### config.mk
export PLATFORM = sky130hd
export DESIGN_NAME = bcd_digit_collector
export DESIGN_NICKNAME = d
export VERILOG_FILES = /design/src/rtl/bcd_digit_collector_pkg.sv /design/src/rtl/bcd_digit_collector.sv
export SDC_FILE = /design/constraint.sdc
export NUM_CORES = 1
export LEC_CHECK = 0
export ABC_AREA = 0
export BUFFER_PORTS_ARGS = -buffer_cell sky130_fd_sc_hd__buf_2
export CORE_MARGIN = 2
export CORE_UTILIZATION = 48
export CTS_BUF_LIST = sky130_fd_sc_hd__clkbuf_16
export CTS_CLUSTER_SIZE = 20
export DETAILED_ROUTE_END_ITERATION = 7
export GPL_ROUTABILITY_DRIVEN = 0
export PLACE_DENSITY = 0.81
export SKIP_LAST_GASP = 1
export SLEW_MARGIN = 20
export SYNTH_ARGS = -nofsm -noshare
export SYNTH_HDL_FRONTEND = slang
export SYNTH_SLANG_ARGS = --single-unit
### constraint.sdc
create_clock -name clk -period 1.34 [get_ports clk]
set_clock_uncertainty 0.1 [all_clocks]
set_input_delay 0.067 -clock clk [delete_from_list [all_inputs] [get_ports clk]]
set_output_delay 0.067 -clock clk [all_outputs]
set_load 0.1 [all_outputs]
### src/rtl/bcd_digit_collector_pkg.sv
// Shared constants and types for the BCD digit collector and its serializer.
package bcd_digit_collector_pkg;

    localparam int DIGITS_DEFAULT = 11;

    localparam logic [3:0] CODE_BKSP = 4'hA;
    localparam logic [3:0] CODE_CLR  = 4'hB;

    typedef enum logic {
        COLLECT = 1'b0,
        HOLD    = 1'b1
    } state_t;

endpackage

### src/rtl/bcd_digit_collector.sv
// Collects keyed BCD digits into a packed word with a valid/ready handoff.
// Optional editing codes (backspace/clear) are enabled by BCD_COLLECTOR_EDIT_EN.
module bcd_digit_collector
    import bcd_digit_collector_pkg::*;
#(
    parameter int DIGITS = DIGITS_DEFAULT
) (
    input  logic                          clk,
    input  logic                          rst_n,
    input  logic                          in_valid,
    input  logic [3:0]                    in_code,
    output logic                          in_ready,
    output logic [4*DIGITS-1:0]           num_out,
    output logic                          num_valid,
    input  logic                          num_ready,
    output logic [$clog2(DIGITS+1)-1:0]   digit_cnt,
    output logic                          err
);

    localparam int W  = 4 * DIGITS;
    localparam int CW = $clog2(DIGITS + 1);

    state_t          r_state;
    logic [W-1:0]    r_num;
    logic [CW-1:0]   r_cnt;
    logic            r_err;

    state_t          w_state_nxt;
    logic [W-1:0]    w_num_nxt;
    logic [CW-1:0]   w_cnt_nxt;
    logic            w_err_nxt;
    logic            w_accept;

    assign in_ready  = (r_state == COLLECT);
    assign num_valid = (r_state == HOLD);
    assign num_out   = r_num;
    assign digit_cnt = r_cnt;
    assign err       = r_err;
    assign w_accept  = in_valid && (r_state == COLLECT);

    always_ff @(posedge clk or negedge rst_n) begin
        if (!rst_n) begin
            r_state <= COLLECT;
            r_num   <= '0;
            r_cnt   <= '0;
            r_err   <= 1'b0;
        end else begin
            r_state <= w_state_nxt;
            r_num   <= w_num_nxt;
            r_cnt   <= w_cnt_nxt;
            r_err   <= w_err_nxt;
        end
    end

    always_comb begin
        w_state_nxt = r_state;
        w_num_nxt   = r_num;
        w_cnt_nxt   = r_cnt;
        w_err_nxt   = 1'b0;

        case (r_state)
            COLLECT: begin
                if (w_accept) begin
                    if (in_code <= 4'd9) begin
                        for (int unsigned k = 0; k < DIGITS; k++) begin
                            if (CW'(k) == r_cnt) w_num_nxt[4*k +: 4] = in_code;
                        end
                        w_cnt_nxt = r_cnt + 1'b1;
                        if (r_cnt == CW'(DIGITS - 1)) w_state_nxt = HOLD;
                    end
`ifdef BCD_COLLECTOR_EDIT_EN
                    else if (in_code == CODE_BKSP) begin
                        // Backspace at an empty word is silently ignored.
                        if (r_cnt != '0) begin
                            for (int unsigned k = 0; k < DIGITS; k++) begin
                                if (CW'(k + 1) == r_cnt) w_num_nxt[4*k +: 4] = 4'h0;
                            end
                            w_cnt_nxt = r_cnt - 1'b1;
                        end
                    end else if (in_code == CODE_CLR) begin
                        w_num_nxt = '0;
                        w_cnt_nxt = '0;
                    end
`endif
                    else begin
                        w_err_nxt = 1'b1;
                    end
                end
            end
            HOLD: begin
                if (num_ready) begin
                    w_num_nxt   = '0;
                    w_cnt_nxt   = '0;
                    w_state_nxt = COLLECT;
                end
            end
            default: w_state_nxt = COLLECT;
        endcase
    end

endmodule

==> flow_summary.ini <==
[status]
outcome = finished, violations left
violations = negative setup slack

[floorplan]
coreArea_mm2 = 0.00501
die_area_mm2 = 0.00569
die_h_um = 75.5
initial_core_util = 0.489
dieWidth_um = 75.5
ioPinCount = 59
rows = 26

[logic_synthesis]
synthDistinctLibCells = 30
synth_nets = 223
synth_ff_type = dfrtp_1
syn_area_mm2 = 0.00245
ys_ff_latch = 50
synth_edf_count = 0
synth_area_per_cell_um2 = 11.6
yosys_warnings = 0
synth-async-reset-ratio = 1.00
seq_area_frac_synth = 0.510
postSynthCellCount = 211

[cts]
htree_num_levels = 2
path_clk_slew_ps = 70
cts_sinks = 50
cts_buffers = 5
cts_buffer_depth = 2
root_buffer = clkbuf_16
cts_tree = built
clock_latency_ps = 290

[setup_path]
crit_slowest_cell = dfrtp_4
critPathRequiredTime_ps = 1450
worst_r2r_path_depth = 5
r2r_start = digit_cnt[1]
startpoint_type = flop
critical_path.endpoint_type = flop
crit_path_max_fanout = 4
cp_data_arrival_time_ps = 1760
rrSetupSlack_ps = -300
rr_endpoint = num_out[38]
cp-startpoint = digit_cnt[1]
path_class = reg -> reg
crit_path_end = num_out[38]
slowest_delay_ps = 500
path_cells = inv_4 > ha_4 > nand3b_1 > a211oi_4 > mux2i_1

[global_routing]
grt_overflow = 0
grt_max_degree = 51
grt_first_pass_wirelength_um = 9700
grt_use_total = 0.233
grt_pass1_vias = 1942
antenna_found_initial = 0

[min_path]
hold_path_class = in -> reg
hp-start = in_valid

[drt]
drtAntennaViolNets = 0
routed_wl_um = 6350
drc = 0
wl_per_cell_um = 16.8
vias = 1963
firstDrtPassIters = 4
vias_per_cell = 5.21
first_iter_violations = 157

[sta]
finalCriticalPeriod_ps = 1640
setup_viol = 50
fmax_mhz = 609
finalCritPeriodShare = 1.23
holdWs_ps = 41.6
worst_slew_pin_slew_ps = 566
drv_slew = 0
hold_viol = 0
rsz0062_at_grt = yes
setup_slack_ps = -303
relSlewSlack = 0.615

[run]
cap_violations = 0

[placement]
io_buffers = 58
placed_cells = 362
dp_hpwl_um = 4230

[finish]
n_antenna_cell = 0
area_growth_pct = 44.9
final_cells = 377
nets = 318
drive_gt1_frac = 0.469
fillers = 366
## final cells by class
cell class,count,area [um^2],share of cell area
multi-input combinational,141,1250,0.353
clock inverter,3,17.5,0.00493
sequential,50,1270,0.358
inverter,5,28.8,0.00810
clock buffer,5,125,0.0352
timing repair buffer,103,769,0.217
tap,70,87.6,0.0247
## metrics by stage
stage                     TNS, ps  setup slack, ps  instance area, um^2  utilization
after global routing       -15820             -375                 3550        0.709
final                      -12710             -303                 3550        0.709
after CTS                  -11070             -286                 3470        0.692
after global placement     -10330             -299                 3190        0.638
after detailed placement   -12530             -353                 3190        0.638
after floorplan            -19710             -424                 2510            -
## worst min path at each step
stage | endpoint | slack [ps] | cells after the start
after floorplan | err | -330 | 0
after global placement | num_out[33] | -30 | 2
after global routing | err | 60 | 2
after detailed placement | num_out[33] | -30 | 2
after CTS | err | 5 | 2
final | err | 40 | 2
## layout by cell type (no fill, tap or decap)
| cell | synthesis | layout |
|---|---|---|
| clkinv_2 | 0 | 1 |
| mux2i_1 | 41 | 41 |
| a211oi_4 | 6 | 6 |
| and2b_4 | 1 | 1 |
| inv_4 | 0 | 2 |
| buf_4 | 1 | 33 |
| o2111ai_2 | 4 | 3 |
| o211ai_1 | 5 | 5 |
| o2111ai_4 | 0 | 1 |
| buf_6 | 1 | 9 |
| mux2i_4 | 1 | 1 |
| nand2b_4 | 0 | 2 |
| buf_12 | 0 | 7 |
| dfrtp_4 | 0 | 5 |
| dlygate4sd3_1 | 0 | 2 |
| dfrtp_1 | 50 | 45 |
| o21a_1 | 1 | 1 |
| nor3_4 | 0 | 1 |
| nor3_1 | 2 | 1 |
| o311ai_2 | 0 | 5 |
| nand2_1 | 45 | 45 |
| buf_2 | 3 | 52 |
| ha_4 | 0 | 4 |
| o31ai_1 | 1 | 1 |
| nor2_2 | 0 | 1 |
| or2_0 | 2 | 2 |
| nand3_1 | 5 | 5 |
| inv_1 | 4 | 3 |
| o21ai_2 | 1 | 1 |
| clkbuf_16 | 0 | 5 |
| o22ai_1 | 1 | 1 |
| a21o_1 | 1 | 1 |
| nand2b_1 | 3 | 1 |
| mux2_4 | 0 | 1 |
| clkinv_4 | 0 | 2 |
| nand3b_1 | 7 | 7 |
| nor2_1 | 2 | 1 |
| o21ai_4 | 0 | 1 |
| and3_1 | 1 | 1 |
## synth_stat cells, drive strengths merged, types with 2 or more instances
| cell | instances | area share |
|---|---|---|
| a211oi | 6 | 0.049 |
| buf | 5 | 0.014 |
| clkbuf | 10 | 0.015 |
| dfrtp | 50 | 0.51 |
| ha | 4 | 0.020 |
| inv | 4 | 0.0061 |
| mux2i | 42 | 0.18 |
| nand2 | 45 | 0.069 |
| nand2b | 3 | 0.0077 |
| nand3 | 5 | 0.010 |
| nand3b | 7 | 0.021 |
| nor2 | 2 | 0.0031 |
| nor3 | 2 | 0.0041 |
| o2111ai | 4 | 0.025 |
| o211ai | 5 | 0.015 |
| o21ai | 2 | 0.0056 |
| o311ai | 5 | 0.018 |
| or2 | 2 | 0.0051 |
## layer usage
| metal | vias to the layer above | wire [um] | part of all wire | track usage |
|---|---|---|---|---|
| met1 | 966 | 2700 | 0.43 | 0.310 |
| li1 | 926 | - | - | - |
| met2 | 60 | 3250 | 0.51 | 0.385 |
| met3 | 11 | 301 | 0.047 | 0.0476 |
| met5 | - | 0 | 0 | 0 |
| met4 | 0 | 96 | 0.015 | 0.0741 |
## kinds of logic after synthesis
kind of cell	share of synthesized area
AND/OR/NAND/NOR	0.127
flip-flops	0.510
multiplexers	0.181
AO/OA/AOI/OAI	0.124
buffers and inverters	0.0368
adder cells (fa/ha/maj)	0.0204
## sequential cells by signal, indices dropped and copies added, names as in the netlist
register	cells
digit_cnt	4
num_valid	1
num_out	44
err	1
## critical path, delay by kind of cell, from the launching register on
kind	cells	cell delay (ps)
flip-flops	1	500
AO/OA/AOI/OAI	1	370
multiplexers	1	230
adder cells (fa/ha/maj)	1	140
AND/OR/NAND/NOR	1	120
buffers and inverters	1	90
## repair_timing
item / 4_1_cts / 5_1_grt
setup buffers: 1 / 5
gates resized for setup: 23 / 12
endpoints found under the setup margin: 50 / 51
endpoints found under the hold margin: 51 / 0
pin swaps: 11 / 4
gates cloned: 0 / 0
hold buffers: 2 / 0
Power is left out: the tool's default activity adds up to more than one toggle a clock period on the data nets, which glitch-free logic cannot reach.
